--- src/rtl/fpaddsub_prealign_pipe_if.sv ---
// Operand/result handshake bundle for the FP add/sub pre-alignment pipeline.
// The DUT side uses the slave modport; the producer/consumer side uses master.
interface fpaddsub_prealign_pipe_if #(
    parameter int EXP_W = 8,
    parameter int MAN_W = 23,
    parameter int GRD_W = 1
);
    logic                   in_valid;
    logic                   in_ready;
    logic [EXP_W+MAN_W:0]   in_a;
    logic [EXP_W+MAN_W:0]   in_b;
    logic                   in_op;
    logic                   out_valid;
    logic                   out_ready;
    logic                   out_sx;
    logic                   out_sy;
    logic [EXP_W-1:0]       out_ex;
    logic [MAN_W+GRD_W:0]   out_mx;
    logic [MAN_W+GRD_W:0]   out_my;
    logic [EXP_W-1:0]       out_shift;
    logic                   out_swap;
    logic                   out_nan;
    logic                   out_inf;

    modport master (
        output in_valid, in_a, in_b, in_op, out_ready,
        input  in_ready, out_valid, out_sx, out_sy, out_ex, out_mx, out_my,
               out_shift, out_swap, out_nan, out_inf
    );

    modport slave (
        input  in_valid, in_a, in_b, in_op, out_ready,
        output in_ready, out_valid, out_sx, out_sy, out_ex, out_mx, out_my,
               out_shift, out_swap, out_nan, out_inf
    );
endinterface

--- src/rtl/fpaddsub_prealign_pipe.sv ---
// Two-stage FP add/sub pre-alignment: unpack/classify (S1), then magnitude order and shift (S2).
// Define FPADDSUB_DENORM_EN to keep denormal fractions; otherwise denormal inputs flush to zero.
module fpaddsub_prealign_pipe #(
    parameter int EXP_W = 8,
    parameter int MAN_W = 23,
    parameter int GRD_W = 1
) (
    input  logic                   clk,
    input  logic                   rst_n,
    fpaddsub_prealign_pipe_if.slave bus
);
    localparam int W  = 1 + EXP_W + MAN_W;
    localparam int MW = MAN_W + 1 + GRD_W;
    localparam logic [EXP_W:0] SAT_SHIFT = (EXP_W+1)'(MAN_W + GRD_W + 2);

    typedef struct packed {
        logic             sign;
        logic [EXP_W-1:0] exp;
        logic [MW-1:0]    mant;
        logic             inf;
        logic             nan;
    } opnd_t;

    function automatic opnd_t unpack_opnd(input logic sign, input logic [EXP_W-1:0] exp,
                                          input logic [MAN_W-1:0] frac);
        opnd_t o;
        logic  exp_zero;
        logic  exp_ones;
        exp_zero = ~|exp;
        exp_ones = &exp;
        o.sign   = sign;
        o.exp    = exp_zero ? EXP_W'(1) : exp;
`ifdef FPADDSUB_DENORM_EN
        o.mant   = {~exp_zero, frac, {GRD_W{1'b0}}};
`else
        o.mant   = exp_zero ? '0 : {1'b1, frac, {GRD_W{1'b0}}};
`endif
        o.inf    = exp_ones & ~|frac;
        o.nan    = exp_ones & |frac;
        return o;
    endfunction

    logic             s1_adv, s2_adv;
    logic             s1_valid_q, s1_valid_d;
    opnd_t            s1_a_q, s1_a_d, s1_b_q, s1_b_d;
    logic             s2_valid_q, s2_valid_d;
    logic             sx_q, sx_d, sy_q, sy_d;
    logic [EXP_W-1:0] ex_q, ex_d, shift_q, shift_d;
    logic [MW-1:0]    mx_q, mx_d, my_q, my_d;
    logic             swap_q, swap_d, nan_q, nan_d, inf_q, inf_d;
    logic             swap_c;
    logic [EXP_W:0]   diff_c;

    always_comb begin
        s2_adv     = ~s2_valid_q | bus.out_ready;
        s1_adv     = ~s1_valid_q | s2_adv;
        s1_valid_d = s1_valid_q;
        s1_a_d     = s1_a_q;
        s1_b_d     = s1_b_q;
        s2_valid_d = s2_valid_q;
        sx_d       = sx_q;
        sy_d       = sy_q;
        ex_d       = ex_q;
        mx_d       = mx_q;
        my_d       = my_q;
        shift_d    = shift_q;
        swap_d     = swap_q;
        nan_d      = nan_q;
        inf_d      = inf_q;

        // Ties keep A as X, so only a strictly larger B swaps.
        swap_c = {s1_b_q.exp, s1_b_q.mant} > {s1_a_q.exp, s1_a_q.mant};
        diff_c = swap_c ? ({1'b0, s1_b_q.exp} - {1'b0, s1_a_q.exp})
                        : ({1'b0, s1_a_q.exp} - {1'b0, s1_b_q.exp});

        if (s1_adv) begin
            s1_valid_d = bus.in_valid;
            if (bus.in_valid) begin
                s1_a_d = unpack_opnd(bus.in_a[W-1], bus.in_a[W-2 -: EXP_W], bus.in_a[MAN_W-1:0]);
                s1_b_d = unpack_opnd(bus.in_b[W-1] ^ bus.in_op, bus.in_b[W-2 -: EXP_W],
                                     bus.in_b[MAN_W-1:0]);
            end
        end

        if (s2_adv) begin
            s2_valid_d = s1_valid_q;
            if (s1_valid_q) begin
                swap_d  = swap_c;
                sx_d    = swap_c ? s1_b_q.sign : s1_a_q.sign;
                sy_d    = swap_c ? s1_a_q.sign : s1_b_q.sign;
                ex_d    = swap_c ? s1_b_q.exp  : s1_a_q.exp;
                mx_d    = swap_c ? s1_b_q.mant : s1_a_q.mant;
                my_d    = swap_c ? s1_a_q.mant : s1_b_q.mant;
                shift_d = (diff_c > SAT_SHIFT) ? SAT_SHIFT[EXP_W-1:0] : diff_c[EXP_W-1:0];
                nan_d   = s1_a_q.nan | s1_b_q.nan
                        | (s1_a_q.inf & s1_b_q.inf & (s1_a_q.sign ^ s1_b_q.sign));
                inf_d   = (s1_a_q.inf | s1_b_q.inf)
                        & ~(s1_a_q.nan | s1_b_q.nan
                            | (s1_a_q.inf & s1_b_q.inf & (s1_a_q.sign ^ s1_b_q.sign)));
            end
        end
    end

    always_ff @(posedge clk) begin
        if (!rst_n) begin
            s1_valid_q <= 1'b0;
            s1_a_q     <= '0;
            s1_b_q     <= '0;
            s2_valid_q <= 1'b0;
            sx_q       <= 1'b0;
            sy_q       <= 1'b0;
            ex_q       <= '0;
            mx_q       <= '0;
            my_q       <= '0;
            shift_q    <= '0;
            swap_q     <= 1'b0;
            nan_q      <= 1'b0;
            inf_q      <= 1'b0;
        end else begin
            s1_valid_q <= s1_valid_d;
            s1_a_q     <= s1_a_d;
            s1_b_q     <= s1_b_d;
            s2_valid_q <= s2_valid_d;
            sx_q       <= sx_d;
            sy_q       <= sy_d;
            ex_q       <= ex_d;
            mx_q       <= mx_d;
            my_q       <= my_d;
            shift_q    <= shift_d;
            swap_q     <= swap_d;
            nan_q      <= nan_d;
            inf_q      <= inf_d;
        end
    end

    assign bus.in_ready  = s1_adv;
    assign bus.out_valid = s2_valid_q;
    assign bus.out_sx    = sx_q;
    assign bus.out_sy    = sy_q;
    assign bus.out_ex    = ex_q;
    assign bus.out_mx    = mx_q;
    assign bus.out_my    = my_q;
    assign bus.out_shift = shift_q;
    assign bus.out_swap  = swap_q;
    assign bus.out_nan   = nan_q;
    assign bus.out_inf   = inf_q;
endmodule

--- src/flat_wrapper.sv ---
// flat-port wrapper written by rule: the top's interface ports become plain ports
module fpaddsub_prealign_pipe_flat 
#(
    parameter int EXP_W = 8,
    parameter int MAN_W = 23,
    parameter int GRD_W = 1
)
  (clk, rst_n, bus_in_valid, bus_in_a, bus_in_b, bus_in_op, bus_out_ready, bus_in_ready, bus_out_valid, bus_out_sx, bus_out_sy, bus_out_ex, bus_out_mx, bus_out_my, bus_out_shift, bus_out_swap, bus_out_nan, bus_out_inf);
  fpaddsub_prealign_pipe_if #(.EXP_W(EXP_W), .MAN_W(MAN_W), .GRD_W(GRD_W)) bus_i ();
  input  logic clk;
  input  logic rst_n;
  input wire logic [$bits(bus_i.in_valid)-1:0] bus_in_valid;
  input wire logic [$bits(bus_i.in_a)-1:0] bus_in_a;
  input wire logic [$bits(bus_i.in_b)-1:0] bus_in_b;
  input wire logic [$bits(bus_i.in_op)-1:0] bus_in_op;
  input wire logic [$bits(bus_i.out_ready)-1:0] bus_out_ready;
  output wire logic [$bits(bus_i.in_ready)-1:0] bus_in_ready;
  output wire logic [$bits(bus_i.out_valid)-1:0] bus_out_valid;
  output wire logic [$bits(bus_i.out_sx)-1:0] bus_out_sx;
  output wire logic [$bits(bus_i.out_sy)-1:0] bus_out_sy;
  output wire logic [$bits(bus_i.out_ex)-1:0] bus_out_ex;
  output wire logic [$bits(bus_i.out_mx)-1:0] bus_out_mx;
  output wire logic [$bits(bus_i.out_my)-1:0] bus_out_my;
  output wire logic [$bits(bus_i.out_shift)-1:0] bus_out_shift;
  output wire logic [$bits(bus_i.out_swap)-1:0] bus_out_swap;
  output wire logic [$bits(bus_i.out_nan)-1:0] bus_out_nan;
  output wire logic [$bits(bus_i.out_inf)-1:0] bus_out_inf;
  assign bus_i.in_valid = bus_in_valid;
  assign bus_i.in_a = bus_in_a;
  assign bus_i.in_b = bus_in_b;
  assign bus_i.in_op = bus_in_op;
  assign bus_i.out_ready = bus_out_ready;
  assign bus_in_ready = bus_i.in_ready;
  assign bus_out_valid = bus_i.out_valid;
  assign bus_out_sx = bus_i.out_sx;
  assign bus_out_sy = bus_i.out_sy;
  assign bus_out_ex = bus_i.out_ex;
  assign bus_out_mx = bus_i.out_mx;
  assign bus_out_my = bus_i.out_my;
  assign bus_out_shift = bus_i.out_shift;
  assign bus_out_swap = bus_i.out_swap;
  assign bus_out_nan = bus_i.out_nan;
  assign bus_out_inf = bus_i.out_inf;
  fpaddsub_prealign_pipe #(.EXP_W(EXP_W), .MAN_W(MAN_W), .GRD_W(GRD_W)) u_core (.clk(clk), .rst_n(rst_n), .bus(bus_i));
endmodule
--- config.mk ---
export PLATFORM = sky130hd
export DESIGN_NAME = fpaddsub_prealign_pipe_flat
export DESIGN_NICKNAME = d
export VERILOG_FILES = /design/src/rtl/fpaddsub_prealign_pipe_if.sv /design/src/rtl/fpaddsub_prealign_pipe.sv /design/src/flat_wrapper.sv
export SDC_FILE = /design/constraint.sdc
export NUM_CORES = 1
export LEC_CHECK = 0
export ABC_AREA = 1
export CAP_MARGIN = 20
export CELL_PAD_IN_SITES_DETAIL_PLACEMENT = 0
export CELL_PAD_IN_SITES_GLOBAL_PLACEMENT = 1
export CORE_ASPECT_RATIO = 0.9
export CORE_MARGIN = 8
export CORE_UTILIZATION = 40
export DETAILED_ROUTE_END_ITERATION = 16
export GPL_ROUTABILITY_DRIVEN = 0
export PLACE_DENSITY_LB_ADDON = 0.08
export RECOVER_POWER = 100
export SYNTH_ARGS = -nofsm -noshare
export SYNTH_HDL_FRONTEND = slang
export SYNTH_SLANG_ARGS = --single-unit
export TNS_END_PERCENT = 30
--- constraint.sdc ---
create_clock -name clk -period 7.6 [get_ports clk]
set_clock_uncertainty 0.2 [all_clocks]
set_input_delay 1.52 -clock clk [delete_from_list [all_inputs] [get_ports clk]]
set_output_delay 1.52 -clock clk [all_outputs]
set_load 0.03 [all_outputs]
Yosys cells after proc, flatten, opt, wreduce, memory -nomap -nowiden
Cells that the tools add are included.
Widths: inputs -> output; s select.

operators by class
  add/subtract/negate cells = 2
  $mul = 0
  divide/modulo/power cells = 0
  order comparisons = 2
  equality and inequality tests = 0
  shifts and indexed selects = 0
  multiplexer cells = 11
  bitwise operators = 17
  reduce and logical (&&, ||, !) cells = 10

operators by type and width
  cell                number
  $mux 25             4
  $reduce_or 23->1    2
  $gt 33x33->1        1
  $mux 8              4
  $sub 8x8->9         2
  $reduce_and 8->1    2
  $reduce_or 8->1     2
  $gt 9x5->1 const B  1
  $mux 9              1
  $and 1x1->1         7
  $or 1x1->1          5
  $reduce_and 2->1    2
  $not 1->1           3
  $logic_not 1->1     2
  $mux 1              2
  $xor 1x1->1         2

storage, ports and cells
  bits in registers = 145
  latch bits = 0
  memory bits (writable) = 0
  memory bits (read-only) = 0
  logic and storage cells = 63
  memories = 0

Logic depth before layout (Yosys ltp)
  depth after elaboration = 5
  depth in mapped cells = 22
  depth with buffers taken out = 21

Worst setup path after synthesis
Ideal clock, no wire load.

  path type = in2out
  from = in bus_out_ready
  to = out bus_in_ready
  arrival time = 1842 ps
  required time = 5880 ps
  path slack = 4038 ps
  stages = 2
  path buffers = 0
  cells stage by stage = inv_1 > nand3_1

between the ends
  word-level cells in the longest chain between the ends = 2

ends and longest elaborated chain
  item             RTL line                      text
  start, declared  flat_wrapper.sv:16            input wire logic [$bits(bus_i.out_ready)-1:0] bus_out_ready;
  $or 1x1->1       fpaddsub_prealign_pipe.sv:55  s2_adv = ~s2_valid_q | bus.out_ready;
  $or 1x1->1       fpaddsub_prealign_pipe.sv:56  s1_adv = ~s1_valid_q | s2_adv;
  end, declared    flat_wrapper.sv:17            output wire logic [$bits(bus_i.in_ready)-1:0] bus_in_ready;

Every way passes these cells.

==> flow_summary.yaml <==
timing:
  hold_slack_ps: 238
  tns_ps: 0
  post-route-period-util_pct: 71.7
  rsz0062_at_grt: "false"
  worst_pin_slew_ps: 2090
  period_minus_slack_ps: 5450
  setup_slack_ps: 2150
  hold_viol_final: 0
  slew_headroom_pct: -39.9
  setup_viol: 0
  timing_max_transition_violations_final: 146
  max_freq_ghz: 0.183
detailed_routing:
  wl_met3_um: 1200
  top_layer_used: "met4"
  drc: 0
  met1_length_um: 10200
  vias: 6706
  viasPerCell: 5.08
  wl_um: 20800
  drtIter0Drc: 368
  drt_first_pass_iters: 5
  antenna_left: 0
  wl_per_cell_um: 15.7
  route.met2.wl_um: 9140
yosys:
  synth.avg_cell_area_um2: 7.28
  synth_flop_cell: "dfxtp_1"
  yosysSeqAreaShare_pct: 39.9
  synth-edff-count: 0
  synth-seq-cells: 141
  ys.warnings.count: 0
  syn-instance-count: 971
  yosysUniqueCellTypes: 39
  postSynth.asyncResetShare_pct: 0
  netlist_area_um2: 7070
setup_path:
  cp-end-kind: "register"
  crit_path_start_kind: "primary input"
  crit_arrival_ps: 5620
  path_cells: "dlygate4sd3_1 -> clkinvlp_2 -> buf_4 -> nor2_1 -> o21ai_0 -> inv_1"
  cp_slowest_stage_delay_ps: 1820
  crit_type: "primary input to register"
  path_depth: 6
  cp_data_required_time_ps: 7760
  path_buf_inv: 4
  r2r_cells: 12
  critPathTopFamily: "buffers and inverters"
  cp_slowest_cell: "clkinvlp_2"
  cp_max_fo: 66
clock_tree:
  htreeDepth: 4
  cts_setup_buffers: 0
  clockBufferDepth: 2
  holdBufCountCts: 0
  cts_sinks: 141
  cts_tree: "yes"
  path_clk_slew_ps: 60
  clock_latency_ps: 420
  cts_resized: 0
  cts_buffers: 17
  root_buffer: "clkbuf_16"
place:
  hpwlAfterDp_um: 14200
  io_buffers: 139
  pre_cts_slack_ps: 3010
  dpl_cell_area_um2: 8500
floorplan:
  coreArea_um2: 17500
  die-area_um2: 22200
  fp.dieW_um: 156
  boundaryPins: 142
  die_h_um: 142
  start_util_pct: 40.4
  num_rows: 46
layout:
  fin_nets: 1180
  layout-drive-gt1-share_pct: 4.26
  syn2layout_area_growth_pct: 28.9
  fin_area_um2: 9110
  num_antenna_cells: 0
status:
  violations: "max-capacitance violations, max-slew violations"
  status: "finished, violations left"
power_and_ir_drop:
  finalPower_uw: 2170
  p_leak_uw: 0.00378
  powerDensity_nw_per_um2: 238
  peakVddDrop_mv: 0.167
job:
  cap_violations: 3
global_routing:
  antenna_found_initial: 0
  grt.total_usage_pct: 18.9
  grt_first_pass_wirelength_um: 33700
  first_global_vias: 6519
  grt_max_degree: 95
  grt_overflow: 0
worst_hold_path:
  worstHoldPathCells: 2
  hold_path_class: "register to register"
power breakdown:
| group | switching, µW | internal [µW] | leakage, µW |
|---|---|---|---|
| clock network | 319 | 564 | 0.000306 |
| registers | 28.0 | 787 | 0.00116 |
| logic | 304 | 171 | 0.00232 |
| total | 651 | 1520 | 0.00378 |
final cells by class:
cell class	count	area (µm²)
clock buffer	20	457
inverter	77	290
clock inverter	11	165
timing repair buffer	143	1420
tap	240	300
sequential	141	2820
multi-input combinational	689	3660
fill	1819	8380
worst min-delay path: stages (launching register included):
cell and delay, ps:
dfxtp_1 300, nand2_1 60, nor2_1 40
worst paths after layout:
check | from | endpoint | slack (ps)
setup / recovery | rst_n | u_core.bus.out_shift[1]$_SDFFE_PN0P_ | 2150
hold reg to reg | u_core.bus.out_shift[5]$_SDFFE_PN0P_ | u_core.bus.out_shift[5]$_SDFFE_PN0P_ | 240
hold / removal | u_core.bus.out_shift[5]$_SDFFE_PN0P_ | u_core.bus.out_shift[5]$_SDFFE_PN0P_ | 240
setup reg to reg | u_core.s1_b_q[34]$_SDFFE_PN0P_ | u_core.bus.out_my[23]$_SDFFE_PN0P_ | 3780
per-layer routing:
layer	global-route usage, %	up-vias
li1	-	3466
met1	25.3	3081
met2	29.1	144
met3	5.40	15
met4	5.36	0
met5	0	-
Yosys cell counts, drive strengths merged (2+ instances only):
master,instances,area (µm²)
a31oi,2,12.5
o21ai,63,319
nor3,2,10.0
o211ai,26,195
inv,76,285
dfxtp,141,2820
nand3,62,310
nor4,15,93.8
nor2,28,125
ha,40,500
a21oi,187,936
fa,2,40.0
nand4,7,50.1
buf,17,123
clkbuf,48,181
xor2,10,87.6
nand2,234,898
o221ai,2,17.5
state kept, by name, summed over array words and instances, names as in the netlist:
register              count
u_core.s1_valid_q         1
u_core.bus.out_sy         1
u_core.s1_a_q            35
u_core.bus.out_my        24
u_core.bus.out_valid      1
u_core.bus.out_shift      8
u_core.s1_b_q            35
u_core.bus.out_ex         8
u_core.bus.out_sx         1
u_core.bus.out_swap       1
u_core.bus.out_mx        24
u_core.bus.out_inf        1
u_core.bus.out_nan        1
per-stage QoR:
stage / std cells / utilization [%]
after global routing: 1321 / 52.1
after CTS: 1321 / 52.1
after global placement: 1290 / 48.6
after floorplan: 972 / -
after detailed placement: 1290 / 48.6
final: 1321 / 52.1
kinds of logic (layout without fill, tap and decap cells):
family | Yosys count | after routing | synth area share (%)
AO/OA/AOI/OAI | 283 | 283 | 21.3
XOR/XNOR | 11 | 11 | 1.36
adder cells (fa/ha/maj) | 42 | 42 | 7.65
buffers and inverters | 142 | 251 | 8.39
flip-flops | 141 | 141 | 39.9
other | 1 | 2 | 0.0530
AND/OR/NAND/NOR | 351 | 351 | 21.4
layout by cell type, fill, tap and decap left out, types with 6 or more instances in the layout:
cell and count:
o211ai_1 26, nand3_1 62, clkbuf_16 17, o21ai_1 24
nand4_1 6, nor2_1 24, dfxtp_1 141, a21oi_1 187
xor2_1 10, inv_1 74, o21ai_0 38, nor4_1 15
ha_1 40, clkdlybuf4s50_1 66, dlygate4sd3_1 73, nand2_1 229
(Power assumes the default switching activity.)
